File: config.mk
export PLATFORM = sky130hd
export DESIGN_NAME = multi_cycle_controller
export DESIGN_NICKNAME = d
export VERILOG_FILES = /design/src/rtl/multi_cycle_controller.sv
export SDC_FILE = /design/constraint.sdc
export NUM_CORES = 1
export LEC_CHECK = 0
export ABC_AREA = 1
export BUFFER_PORTS_ARGS = -buffer_cell sky130_fd_sc_hd__buf_4
export CORE_UTILIZATION = 35
export DETAILED_ROUTE_END_ITERATION = 16
export GPL_TIMING_DRIVEN = 0
export MAX_ROUTING_LAYER = met4
export PLACE_DENSITY_LB_ADDON = 0.3
export SKIP_CTS_REPAIR_TIMING = 1
export SLEW_MARGIN = 10
export SYNTH_ARGS = -nofsm -noshare
export SYNTH_HDL_FRONTEND = slang
export SYNTH_SLANG_ARGS = --single-unit
File: constraint.sdc
create_clock -name clk -period 1.8 [get_ports clk]
set_clock_uncertainty 0.1 [all_clocks]
set_input_delay 0.27 -clock clk [delete_from_list [all_inputs] [get_ports clk]]
set_output_delay 0.27 -clock clk [all_outputs]
set_load 0.05 [all_outputs]
File: src/rtl/multi_cycle_controller.sv
// Multi-cycle ARM control unit: sequences each instruction through fetch/decode/execute/memory/writeback
// over a shared memory port, holds the NZCV flags and faults on illegal opcodes or stalled memory.
module multi_cycle_controller #(
  parameter int TIMEOUT_CYCLES = 16,
  parameter int CNT_W          = 5,
  parameter int ALU_CTRL_W     = 4
) (
  input  logic                  clk,
  input  logic                  reset,
  input  logic [31:0]           instr,
  input  logic [3:0]            alu_flags,
  input  logic                  mem_ready,
  output logic                  mem_req,
  output logic                  mem_write,
  output logic                  adr_src,
  output logic                  ir_write,
  output logic                  pc_write,
  output logic                  reg_write,
  output logic [1:0]            result_src,
  output logic                  alu_src_a,
  output logic [1:0]            alu_src_b,
  output logic [ALU_CTRL_W-1:0] alu_control,
  output logic [1:0]            imm_src,
  output logic [1:0]            reg_src,
  output logic [3:0]            state,
  output logic                  fault
);

  typedef enum logic [3:0] {
    S_FETCH  = 4'd0,  S_DECODE = 4'd1, S_MEMADR = 4'd2, S_MEMRD  = 4'd3,
    S_MEMWB  = 4'd4,  S_MEMWR  = 4'd5, S_EXECR  = 4'd6, S_EXECI  = 4'd7,
    S_ALUWB  = 4'd8,  S_BRANCH = 4'd9, S_FAULT  = 4'd15
  } state_e;

  localparam logic [ALU_CTRL_W-1:0] ALU_ADD = ALU_CTRL_W'(4'd0);
  localparam logic [ALU_CTRL_W-1:0] ALU_SUB = ALU_CTRL_W'(4'd1);
  localparam logic [ALU_CTRL_W-1:0] ALU_AND = ALU_CTRL_W'(4'd2);
  localparam logic [ALU_CTRL_W-1:0] ALU_ORR = ALU_CTRL_W'(4'd3);
  localparam logic [ALU_CTRL_W-1:0] ALU_MOV = ALU_CTRL_W'(4'd4);
  localparam logic [3:0]            CMD_CMP = 4'b1010;

  localparam logic             WDOG_EN  = (TIMEOUT_CYCLES != 0) ? 1'b1 : 1'b0;
  localparam logic [CNT_W-1:0] TMO_LAST = CNT_W'((TIMEOUT_CYCLES > 0) ? TIMEOUT_CYCLES - 1 : 0);
  localparam logic [CNT_W-1:0] CNT_MAX  = {CNT_W{1'b1}};
  localparam logic [CNT_W-1:0] CNT_ONE  = CNT_W'(1'b1);

  function automatic logic cond_pass(input logic [3:0] cond, input logic [3:0] nzcv);
    logic n, z, c, v;
    {n, z, c, v} = nzcv;
    case (cond)
      4'b0000: cond_pass = z;
      4'b0001: cond_pass = ~z;
      4'b0010: cond_pass = c;
      4'b0011: cond_pass = ~c;
      4'b0100: cond_pass = n;
      4'b0101: cond_pass = ~n;
      4'b0110: cond_pass = v;
      4'b0111: cond_pass = ~v;
      4'b1000: cond_pass = c & ~z;
      4'b1001: cond_pass = ~c | z;
      4'b1010: cond_pass = (n == v);
      4'b1011: cond_pass = (n != v);
      4'b1100: cond_pass = ~z & (n == v);
      4'b1101: cond_pass = z | (n != v);
      4'b1110: cond_pass = 1'b1;
      default: cond_pass = 1'b0;
    endcase
  endfunction

  function automatic logic cmd_legal(input logic [3:0] cmd);
    case (cmd)
      4'b0100, 4'b0010, 4'b0000, 4'b1100, 4'b1010, 4'b1101: cmd_legal = 1'b1;
      default: cmd_legal = 1'b0;
    endcase
  endfunction

  function automatic logic [ALU_CTRL_W-1:0] cmd_alu(input logic [3:0] cmd);
    case (cmd)
      4'b0010, 4'b1010: cmd_alu = ALU_SUB;
      4'b0000:          cmd_alu = ALU_AND;
      4'b1100:          cmd_alu = ALU_ORR;
      4'b1101:          cmd_alu = ALU_MOV;
      default:          cmd_alu = ALU_ADD;
    endcase
  endfunction

  state_e           state_q, state_d;
  logic [3:0]       flags_q, flags_d;
  logic [CNT_W-1:0] wait_cnt_q, wait_cnt_d;

  logic [1:0] op_s;
  logic [3:0] cmd_s;
  logic       l_bit_s, timeout_s, in_wait_s, unused_instr_s;

  assign op_s           = instr[27:26];
  assign cmd_s          = instr[24:21];
  assign l_bit_s        = instr[20];
  assign unused_instr_s = ^instr[19:0];
  assign in_wait_s      = (state_q == S_FETCH) || (state_q == S_MEMRD) || (state_q == S_MEMWR);
  assign timeout_s      = WDOG_EN && (wait_cnt_q == TMO_LAST) && !mem_ready;

  always_ff @(posedge clk) begin
    if (reset) begin
      state_q    <= S_FETCH;
      flags_q    <= 4'b0000;
      wait_cnt_q <= {CNT_W{1'b0}};
    end else begin
      state_q    <= state_d;
      flags_q    <= flags_d;
      wait_cnt_q <= wait_cnt_d;
    end
  end

  // Next state, flag update and control outputs; reset forces every output low.
  always_comb begin
    state_d     = state_q;
    flags_d     = flags_q;
    mem_req     = 1'b0;
    mem_write   = 1'b0;
    adr_src     = 1'b0;
    ir_write    = 1'b0;
    pc_write    = 1'b0;
    reg_write   = 1'b0;
    result_src  = 2'b00;
    alu_src_a   = 1'b0;
    alu_src_b   = 2'b00;
    alu_control = ALU_ADD;
    imm_src     = 2'b00;
    reg_src     = 2'b00;
    state       = 4'd0;
    fault       = 1'b0;
    if (reset) begin
      state_d = S_FETCH;
    end else begin
      state = state_q;
      if (state_q != S_FAULT) begin
        imm_src = op_s;
        reg_src = {(op_s == 2'b01) & ~l_bit_s, (op_s == 2'b10)};
      end else begin
        imm_src = 2'b00;
      end
      case (state_q)
        S_FETCH: begin
          mem_req    = 1'b1;
          alu_src_a  = 1'b1;
          alu_src_b  = 2'b10;
          result_src = 2'b10;
          ir_write   = mem_ready;
          pc_write   = mem_ready;
          if (mem_ready)      state_d = S_DECODE;
          else if (timeout_s) state_d = S_FAULT;
          else                state_d = S_FETCH;
        end
        S_DECODE: begin
          alu_src_a = 1'b1;
          alu_src_b = 2'b10;
          if (!cond_pass(instr[31:28], flags_q)) state_d = S_FETCH;
          else if (op_s == 2'b11)                state_d = S_FAULT;
          else if (op_s == 2'b01)                state_d = S_MEMADR;
          else if (op_s == 2'b10)                state_d = S_BRANCH;
          else if (!cmd_legal(cmd_s))            state_d = S_FAULT;
          else if (instr[25])                    state_d = S_EXECI;
          else                                   state_d = S_EXECR;
        end
        S_MEMADR: begin
          alu_src_b = 2'b01;
          state_d   = l_bit_s ? S_MEMRD : S_MEMWR;
        end
        S_MEMRD: begin
          mem_req = 1'b1;
          adr_src = 1'b1;
          if (mem_ready)      state_d = S_MEMWB;
          else if (timeout_s) state_d = S_FAULT;
          else                state_d = S_MEMRD;
        end
        S_MEMWB: begin
          reg_write  = 1'b1;
          result_src = 2'b01;
          state_d    = S_FETCH;
        end
        S_MEMWR: begin
          mem_req   = 1'b1;
          mem_write = 1'b1;
          adr_src   = 1'b1;
          if (mem_ready)      state_d = S_FETCH;
          else if (timeout_s) state_d = S_FAULT;
          else                state_d = S_MEMWR;
        end
        S_EXECR, S_EXECI: begin
          alu_src_b   = (state_q == S_EXECI) ? 2'b01 : 2'b00;
          alu_control = cmd_alu(cmd_s);
          state_d     = S_ALUWB;
        end
        S_ALUWB: begin
          reg_write = (cmd_s != CMD_CMP);
          if (l_bit_s || (cmd_s == CMD_CMP)) flags_d = alu_flags;
          else                               flags_d = flags_q;
          state_d = S_FETCH;
        end
        S_BRANCH: begin
          alu_src_b  = 2'b01;
          result_src = 2'b10;
          pc_write   = 1'b1;
          state_d    = S_FETCH;
        end
        S_FAULT: begin
          fault   = 1'b1;
          state_d = S_FAULT;
        end
        default: state_d = S_FAULT;
      endcase
    end
  end

  // Memory wait counter: restarts on every state change, saturates while stalled.
  always_comb begin
    if (state_d != state_q)
      wait_cnt_d = {CNT_W{1'b0}};
    else if (in_wait_s && !mem_ready && (wait_cnt_q != CNT_MAX))
      wait_cnt_d = wait_cnt_q + CNT_ONE;
    else
      wait_cnt_d = wait_cnt_q;
  end

endmodule
==> results.yml <==
place:
  dp_hpwl_mm: 2.68
  gp_congestion: 0.846
  dpl_cell_area_sq_mm: 0.00183
  io_buffers: 39
  place_inst: 323
drt:
  routed_via_density: 4.74
  drt_pass1_iterations: 4
  drc: 0
  route.vias.total: 1622
  wl_mm: 3.71
  routedWlPerCell_um: 10.9
  drt_iter0_markers: 75
  drtAntennaViolNets: 0
floorplan:
  start_util_pct: 37.1
  row_count: 22
  io_pins: 63
  dieHeight_um: 64.7
  die-area_sq_mm: 0.00419
  core_area_sq_mm: 0.00372
  die_x_um: 64.7
timing:
  setup_viol: 9
  fin_crit_sh_pct: 119
  slew_viol_final: 0
  setup_ws_ps: -338
  hold_viol: 0
  finalWorstPathRequiredPeriod_ps: 2140
  rsz0062_at_grt: "yes"
  fmax_mhz: 468
setup_path:
  crit_path_max_fanout: 5
  end_kind: "register"
  cp.required_ps: 1870
  worst_ep_arrival_time_ps: 2210
  criticalPathCategory: "reg2reg"
  start_kind: "register"
clock_tree:
  insertion_delay_ps: 230
  clk_pin_slew_ps: 50
  cts_tree: "built"
  cts_made_buffers: 3
  numClockSinks: 13
  clk_path_buf_depth: 2
  root_buffer: "clkbuf_8"
  htree_levels: 1
power_and_ir_drop:
  p_per_area_mw_per_mm2: 550
  leakage_uw: 0.00108
  vdd_ir_drop_max_mv: 0.325
  power_uw: 1200
finish:
  utilization_pct: 58.7
  diodes: 0
  syn2layout_area_growth_pct: 58.4
  stdcell_count: 342
  nNetsFinal: 340
  fin_area_sq_mm: 0.00218
  final_common_cell: "nand2_1"
  layout_common_cells: "nand2_1, buf_4, inv_1"
  drive_above_1_share_pct: 42.2
  final.fill_count: 360
run_status:
  status: "finished, violations left"
  violations: "negative setup slack"
logic_synthesis:
  ys_types: 32
  synth.area.top_cells: "dfxtp_1, nand2_1, inv_1, nand3_1, nor2_1"
  synth_area_per_cell_sq_um: 5.84
  ys_ff_latch: 13
  synth_enable_flop_cells: 0
  synth_top_area_cell: "dfxtp_1"
  syn_area_sq_mm: 0.00138
  synthCells: 236
  yosysWarnings: 0
  yosysTopAreaCellShare_pct: 18.9
  ys_seq_area_share_pct: 18.9
  async_reset_ff_share_pct: 0
  synth.net_count: 281
  ys.flop_type: "dfxtp_1"
global_routing:
  grt_first_pass_wirelength_mm: 5.45
  grt_pass1_vias: 1334
  grt_overflow_total: 0
  grtUsageTotal_pct: 16.3
  antenna_found_initial: 0
  grt_max_degree: 11
min_path:
  min_path_type: "in2reg"
flow_run:
  drv_cap: 0
[registers in the layout (all words and copies together), names as in the netlist]
signal	count
wait_cnt_q	5
flags_q	4
state_q	4
[kinds of logic after synthesis]
logic type	share of synthesized area (%)
and+or+nand+nor	42.9
buffers and inverters	14.9
AOI/OAI and AO/OA	15.0
DFF	18.9
adders and majority gates	5.45
xor gates and xnor gates	1.91
other	0.272
muxes	0.727
[layer usage]
| layer | routed length (um) | global-route usage, % |
|---|---|---|
| met5 | 0 | - |
| met4 | 61 | 4.17 |
| met3 | 132 | 1.58 |
| met2 | 1910 | 28.3 |
| met1 | 1610 | 20.1 |
[through the flow]
stage	TNS (ps)	hold WS, ps	setup WS [ps]
floorplan	-1860	357	-227
global placement	-1820	385	-276
detailed placement	-1960	394	-320
CTS	-3490	214	-334
global route	-2740	223	-437
finish	-1830	215	-338
[report_power, final]
| group | switching, uW | internal [uW] | leakage, uW |
|---|---|---|---|
| clock network | 95.4 | 156 | 0.0000228 |
| registers | 27.7 | 305 | 0.000109 |
| logic | 390 | 225 | 0.000951 |
[layout make-up]
cell class                      count  area (sq um)  area share (%)
Inverter                           45           194            8.89
Sequential cell                    13           278            12.7
Timing Repair Buffer               54           452            20.7
Buffer                              6          33.8            1.55
Multi-Input combinational cell    172          1120            51.3
Tap cell                           48          60.1            2.75
Clock buffer                        4          45.0            2.06
[worst max-delay path: stages (launching register included)]
cell      delay, ps
dfxtp_4         350
ha_4            160
inv_4            60
nor2_4           40
ha_4            160
inv_4            70
nor2_4           40
inv_2            70
o21ai_4          80
buf_12          130
a211oi_4        250
nand2_1          80
nand3_1          80
nand2_1          70
nor2_2          150
nand2_4         100
nor2_2          100
[synthesized netlist by cell type (3+ instances only)]
master,n
nor2_1,23
a21oi_1,15
o21ai_1,3
clkbuf_1,3
inv_1,36
xor2_1,3
nand2_1,54
nand3_1,20
nor2_2,11
inv_2,8
nor2_4,4
ha_1,6
dfxtp_1,13
nor3_1,9
o21ai_0,8
[worst paths after layout]
check                              startpoint            end  depth (start not counted)  slack, ps
worst max-delay path            wait_cnt_q[1]  wait_cnt_q[0]                         16       -340
worst min-delay path             alu_flags[2]     flags_q[2]                          3        210
worst max register to register  wait_cnt_q[1]  wait_cnt_q[0]                         16       -340
worst min register to register     flags_q[2]     flags_q[2]                          2        400
Note: power is estimated with default switching activity, not from simulation.
